## src/rtl/crc32_stream_engine.sv

```systemverilog
// crc32_stream_engine
//   Streaming Ethernet CRC-32 (FCS) engine. It accepts DATA_BYTES bytes per beat
//   over a valid/ready input and frames the work with start_port and done_port.
//   It also reports the frame length and, as an option, an RX residue check.
//
//   Optional feature: define CRC32_STREAM_CHECK_EN to add the fcs_ok output and
//   the residue comparator. With the macro undefined the build is complete, but
//   it has no fcs_ok port.
//
//   Handshake: a beat transfers on a rising clock edge when in_valid && in_ready.
//   in_ready depends only on the FSM state and start_port, never on in_valid.
//   in_ready is 1 only in RUN and only when start_port is low. A beat that is
//   offered in any other cycle is not consumed, and the source keeps it.
//
//   dbg_state shows the FSM state, so that external checkers can observe it.

module crc32_stream_engine #(
  parameter int          DATA_BYTES = 1,
  parameter logic [31:0] INIT       = 32'hFFFFFFFF,
  parameter logic [31:0] XOR_OUT    = 32'hFFFFFFFF
) (
  input  logic                    clock,
  input  logic                    reset,
  input  logic                    start_port,
  input  logic                    in_valid,
  output logic                    in_ready,
  input  logic [8*DATA_BYTES-1:0] in_data,
  input  logic [DATA_BYTES-1:0]   in_keep,
  input  logic                    in_last,
  output logic                    done_port,
  output logic [31:0]             return_port,
  output logic [15:0]             length_port,
  output logic                    busy,
`ifdef CRC32_STREAM_CHECK_EN
  output logic                    fcs_ok,
`endif
  output logic [1:0]              dbg_state
);

  // Reflected form of polynomial 0x04C11DB7.
  localparam logic [31:0] POLY_REFL = 32'hEDB88320;
  // Raw register value that remains after an intact frame plus its FCS.
  localparam logic [31:0] RESIDUE   = 32'hDEBB20E3;

  if (!(DATA_BYTES == 1 || DATA_BYTES == 2 || DATA_BYTES == 4 || DATA_BYTES == 8)) begin : g_bad_width
    $error("crc32_stream_engine: DATA_BYTES must be 1, 2, 4 or 8");
  end

  typedef enum logic [1:0] {
    S_IDLE = 2'd0,
    S_RUN  = 2'd1,
    S_DONE = 2'd2
  } state_e;

  state_e      state_q, state_d;
  logic [31:0] crc_q, crc_d;
  logic [15:0] len_q, len_d;
  logic [31:0] ret_q;
  logic [15:0] len_out_q;
  logic        ld_result;

  logic [31:0] crc_beat;
  logic [4:0]  cnt_beat;
  logic [16:0] len_sum;
  logic [15:0] len_sat;
  logic        run_ok;

  // Folds one byte into a reflected CRC register. Bit 0 is the first serial bit.
  function automatic logic [31:0] crc_byte(input logic [31:0] c, input logic [7:0] b);
    logic [31:0] r;
    r = c ^ {24'd0, b};
    for (int k = 0; k < 8; k++) begin
      r = r[0] ? ((r >> 1) ^ POLY_REFL) : (r >> 1);
    end
    return r;
  endfunction

  // Per-beat data path. Bytes are folded in order 0..DATA_BYTES-1. On a last
  // beat, folding stops at the first cleared keep bit.
  always_comb begin
    crc_beat = crc_q;
    cnt_beat = 5'd0;
    run_ok   = 1'b1;
    for (int i = 0; i < DATA_BYTES; i++) begin
      run_ok = run_ok & (~in_last | in_keep[i]);
      if (run_ok) begin
        crc_beat = crc_byte(crc_beat, in_data[8*i +: 8]);
        cnt_beat = cnt_beat + 5'd1;
      end
    end
  end

  // Frame length accumulator. It saturates at 16'hFFFF and does not wrap.
  always_comb begin
    len_sum = {1'b0, len_q} + {12'd0, cnt_beat};
    len_sat = len_sum[16] ? 16'hFFFF : len_sum[15:0];
  end

  // FSM next state, handshake and register updates.
  always_comb begin
    state_d   = state_q;
    crc_d     = crc_q;
    len_d     = len_q;
    in_ready  = 1'b0;
    done_port = 1'b0;
    ld_result = 1'b0;
    case (state_q)
      S_IDLE: begin
        if (start_port) begin
          state_d = S_RUN;
          crc_d   = INIT;
          len_d   = 16'd0;
        end
      end
      S_RUN: begin
        if (start_port) begin
          // Abort: restart the frame. Any beat offered in this cycle is refused.
          crc_d = INIT;
          len_d = 16'd0;
        end else begin
          in_ready = 1'b1;
          if (in_valid) begin
            crc_d = crc_beat;
            len_d = len_sat;
            if (in_last) begin
              state_d   = S_DONE;
              ld_result = 1'b1;
            end
          end
        end
      end
      S_DONE: begin
        done_port = 1'b1;
        if (start_port) begin
          state_d = S_RUN;
          crc_d   = INIT;
          len_d   = 16'd0;
        end else begin
          state_d = S_IDLE;
        end
      end
      default: begin
        state_d = S_IDLE;
      end
    endcase
  end

  // State, CRC register and length register.
  always_ff @(posedge clock or negedge reset) begin
    if (!reset) begin
      state_q <= S_IDLE;
      crc_q   <= INIT;
      len_q   <= 16'd0;
    end else begin
      state_q <= state_d;
      crc_q   <= crc_d;
      len_q   <= len_d;
    end
  end

  // Result registers. They load on the last-beat handshake, so the result is
  // ready in the DONE cycle, and they hold until the next frame completes.
  always_ff @(posedge clock or negedge reset) begin
    if (!reset) begin
      ret_q     <= 32'd0;
      len_out_q <= 16'd0;
    end else if (ld_result) begin
      ret_q     <= crc_beat ^ XOR_OUT;
      len_out_q <= len_sat;
    end
  end

`ifdef CRC32_STREAM_CHECK_EN
  logic fcs_q;

  // Residue check on the raw register, taken with the result.
  always_ff @(posedge clock or negedge reset) begin
    if (!reset) begin
      fcs_q <= 1'b0;
    end else if (ld_result) begin
      fcs_q <= (crc_beat == RESIDUE);
    end
  end

  assign fcs_ok = fcs_q;
`endif

  assign return_port = ret_q;
  assign length_port = len_out_q;
  assign busy        = (state_q == S_RUN) || (state_q == S_DONE);
  assign dbg_state   = state_q;

endmodule

```

## config.mk

```make
export PLATFORM = sky130hd
export DESIGN_NAME = crc32_stream_engine
export DESIGN_NICKNAME = d
export VERILOG_FILES = /design/src/rtl/crc32_stream_engine.sv
export SDC_FILE = /design/constraint.sdc
export NUM_CORES = 1
export LEC_CHECK = 0
export CAP_MARGIN = 10
export CORE_MARGIN = 2
export CORE_UTILIZATION = 45
export CTS_BUF_LIST = sky130_fd_sc_hd__clkbuf_8
export CTS_CLUSTER_SIZE = 8
export DETAILED_ROUTE_END_ITERATION = 7
export PLACE_DENSITY_LB_ADDON = 0.2
export SLEW_MARGIN = 5
export SYNTH_ARGS = -nofsm -noshare
export SYNTH_HDL_FRONTEND = slang
export SYNTH_SLANG_ARGS = --single-unit
```

## constraint.sdc

```tcl
create_clock -name clock -period 2.4 [get_ports clock]
set_input_delay 0.6 -clock clock [delete_from_list [all_inputs] [get_ports clock]]
set_output_delay 0.6 -clock clock [all_outputs]
set_load 0.005 [all_outputs]
```

==> results by stage <==
Pwr:
- The power per standard cell area is 1260 nW/µm².
- VDD sags by at most 0.725 mV.
- The static leakage is roughly 2.8 nW.
- After layout, the design draws a total of 8.59 mW.

Worst setup path:
- STA puts the critical path data required time at 2.65 ns.
- The element type at the critical path end is a flop.
- At the worst endpoint, the arrival time is roughly 2.6 ns.
- The biggest fanout along the worst timing path is 3.
- In this run the critical register-to-register path is launched from dbg_state[0].
- STA classifies the critical path startpoint as an input port.
- The type of the worst setup path is input port to flop.
- The reg-to-reg endpoint is crc_q[11].
- The worst register-to-register path has a setup slack of 0.32 ns.
- Counting cells, the worst reg-to-reg path comes to 8.

Drt:
- The via density per instance is 5.41.
- The first TritonRoute pass finished after 5 iterations.
- The sum of routed wire length over all layers is ~13000 µm.
- The number of DRC markers after the initial detailed-route iteration is ~250.
- The final route contains 4204 vias.
- The average detailed-routed wire length per instance is 16.7 µm.
- Once detail routing completed, the nets flagged for antenna violations numbered 0.
- For this run, design rule violations remaining after detail routing come to 0.

CTS:
- In this run the number of H-tree levels came out at 3.
- Buffers inserted to repair hold after CTS numbered 0.
- The clock tree from TritonCTS is yes.
- Counting the buffers created by CTS gives 9.
- The number of clock sinks is 98.
- The clock latency of the later-clocked register in the worst-skew pair is ~0.38 ns.
- Clock tree synthesis selected as its root buffer the cell clkbuf_8.
- The clock passes through at most 2 buffers.
- Clock-pin slew was measured on the worst setup and hold paths at 0.09 ns.

Logic synthesis:
- The proportion of register bits with asynchronous set or reset after synthesis is between 90% and 100%.
- The synthesized design spends more area on one cell type than any other, namely dfrtp_1.
- Counting flops and latches in the post-synthesis netlist gives 98.
- By area the synthesized netlist is led by dfrtp_1, dfstp_2, xnor2_1.
- Among all flip-flop cells after synthesis, the most frequent one is dfrtp_1.
- The number of nets in the synthesized netlist is 530.
- The unique cell type count in the Yosys netlist is 42.
- The fraction of post-synthesis cell area in the top cell type by area is 31.8%.
- Sequential elements use between 40 and 50% of the synthesized area.
- The count of flip-flops with a built-in enable after synthesis is 0.
- The per-instance average area after synthesis is 10.2 µm².
- The warning count from the yosys run is 0.
- The cell count after synthesis is 510.
- The combined area of all synthesized cells is 5190 µm².

Global routing:
- Global routing used 22.7% of the available tracks.
- The via count of the first global-routing pass is 4372.
- The number of antenna violations at the first check in global routing is 0.
- The maximum number of pins on one net before global-route repair is 45.
- The first-pass GRT wire length is 22500 µm.
- The total congestion overflow is 0.

Place:
- The number of buffers inserted by port buffering is 66.
- The setup slack after placement is -0.333 ns.
- The wire-length estimate of the detail-placed layout is 9240 µm.
- Routability-driven placement finished with a final weighted congestion of 0.854.

Floorplan:
- After floorplanning, the core was divided into 39 placement rows.
- Once the floorplan was initialized, standard cells occupied 45.8% of the core.
- In this run the count of I/O pins placed on the die edge is 67.
- The vertical die dimension is 111 µm.
- The die area is 12400 µm².
- In this run the horizontal extent of the chip is 111 µm.
- The area of the core is 11300 µm².

Timing:
- The achievable frequency is roughly 0.43 GHz.
- The final count of hold timing violations is 0.
- The total count of max-transition violations in the final report is 0.
- The fraction of the cycle the final worst path needs is 97.3%.
- In the post-route analysis, the smallest setup slack over all paths is 0.0641 ns.
- In this run the tightest slew margin relative to its limit is between 60% and 70%.
- Setup repair after global routing could not meet its margin everywhere.
- The clock arrives with 0.00864 ns of skew.
- The slew of the pin with the lowest slew margin is approximately 0.56 ns.
- The final setup violation count is 0.
- Subtracting the final worst setup slack from the clock period gives 2.34 ns.

Finish:
- The number of fillers in the final layout is 1001.
- The final net count is 649.
- Of the cells placed in the final design, the portion with a size suffix greater than 1 is 23.8%.
- The footprint of the multi-input gates is 2630 µm².
- The synthesis-to-finish area growth is 31.0%.
- The number of antenna diodes in the final layout is 0.
- Summing all flip-flop and latch instances after layout gives 2490 µm².

Outcome:
- The flow ran to the end, and the final reports show no timing, DRC or antenna violations.

Min path:
- The path class of the tightest hold or removal check is input port to async pin.

Run:
- The tool flagged a number of max-cap violations equal to 0.
[area by class of cell]
type / instances / share of cell area [%]
Inverter: 11 / 0.608
Clock inverter: 5 / 0.350
Clock buffer: 11 / 2.23
Tap cell: 143 / 2.63
Timing Repair Buffer: 136 / 18.9
Sequential cell: 98 / 36.7
Multi-Input combinational cell: 373 / 38.6
[worst max path at each step]
stage                 start               to  slack, ns  cells after the start
2_1_floorplan       in_last         len_q[6]      -0.20                     13
5_1_grt             in_last        len_q[14]      -0.05                     12
6_report            in_last  length_port[14]       0.06                     12
3_3_place_gp        in_last        len_q[10]      -0.26                     11
4_1_cts        dbg_state[1]         in_ready       0.04                      4
3_5_place_dp        in_last        len_q[14]      -0.33                     12
[layer usage]
metal	vias up	track usage, %	wire length [µm]	share of wire, %
li1	2021	-	-	-
met1	2076	31.4	6200	48
met2	93	36.8	6140	47
met3	14	4.46	487	3.7
met4	0	6.58	179	1.4
met5	-	0	0	0
[where the power goes]
| part | internal, mW | switching (mW) |
|---|---|---|
| Combinational | 2.76 | 2.15 |
| Clock | 0.422 | 0.570 |
| Sequential | 2.29 | 0.400 |
[registers in the layout, indices dropped and copies added (netlist names)]
| register | cells |
|---|---|
| length_port | 16 |
| dbg_state | 2 |
| return_port | 32 |
| crc_q | 32 |
| len_q | 16 |
[layout by cell type, fill, tap and decap left out, types with 5 or more instances in the layout]
cell / n
dfrtp_1: 66
clkdlybuf4s50_1: 65
buf_4: 63
o21ai_0: 54
xnor2_1: 47
nand2_1: 40
nor2_1: 40
a21oi_1: 32
dfstp_2: 32
o22a_1: 24
nor3_1: 18
xor2_1: 16
inv_1: 13
a31oi_1: 12
clkbuf_8: 11
a2bb2oi_1: 9
buf_12: 8
mux2_2: 7
xnor2_2: 7
o21ai_1: 5
[critical path, cell delays in order]
cell	delay [ns]
clkdlybuf4s50_1	0.41
nor2b_2	0.18
inv_2	0.08
ha_4	0.14
ha_4	0.12
nand4_1	0.14
buf_4	0.21
nor4_4	0.27
buf_4	0.16
nand3b_1	0.10
o21ai_0	0.09
o21ai_0	0.09
[metrics by stage]
step / instances / util [%] / TNS (ns) / cell area, µm² / hold WS, ns
after floorplan: 510 / - / -3.42 / 5260 / 0.304
after global placement: 759 / 58.0 / -10.74 / 6560 / 0.457
after global routing: 777 / 60.0 / -0.108 / 6800 / 0.181
after CTS: 776 / 59.6 / 0 / 6750 / 0.171
final: 777 / 60.0 / 0 / 6800 / 0.162
after detailed placement: 759 / 58.0 / -13.60 / 6560 / 0.455
[Yosys cell counts (all sizes together), types with 4 or more instances]
library cell   n
xor2          20
and3           4
nand3          5
nor2          41
a2bb2oi        9
a22o           4
dfstp         32
nor3          19
nor4           4
a31oi         12
clkbuf        26
nand2         41
o21ai         59
inv           11
ha             6
dfrtp         66
xnor2         57
a21oi         33
o22a          24
mux2           7
[timing repair]
item                                    in CTS  in global routing
cloned                                       0                  0
hold endpoints to repair                     0                  0
resized for setup                            1                 10
endpoints found under the setup margin       1                 18
setup buffers                                1                  1
[kinds of logic after synthesis]
group	Yosys count	synth area share, %
AO/OA/AOI/OAI	151	18.1
XOR/XNOR	78	16.5
adder cells (fa/ha/maj)	6	1.45
buffers and inverters	39	2.87
flip-flops	98	48.0
multiplexers	8	1.71
AND/OR/NAND/NOR	130	11.3
(Power assumes the default switching activity.)
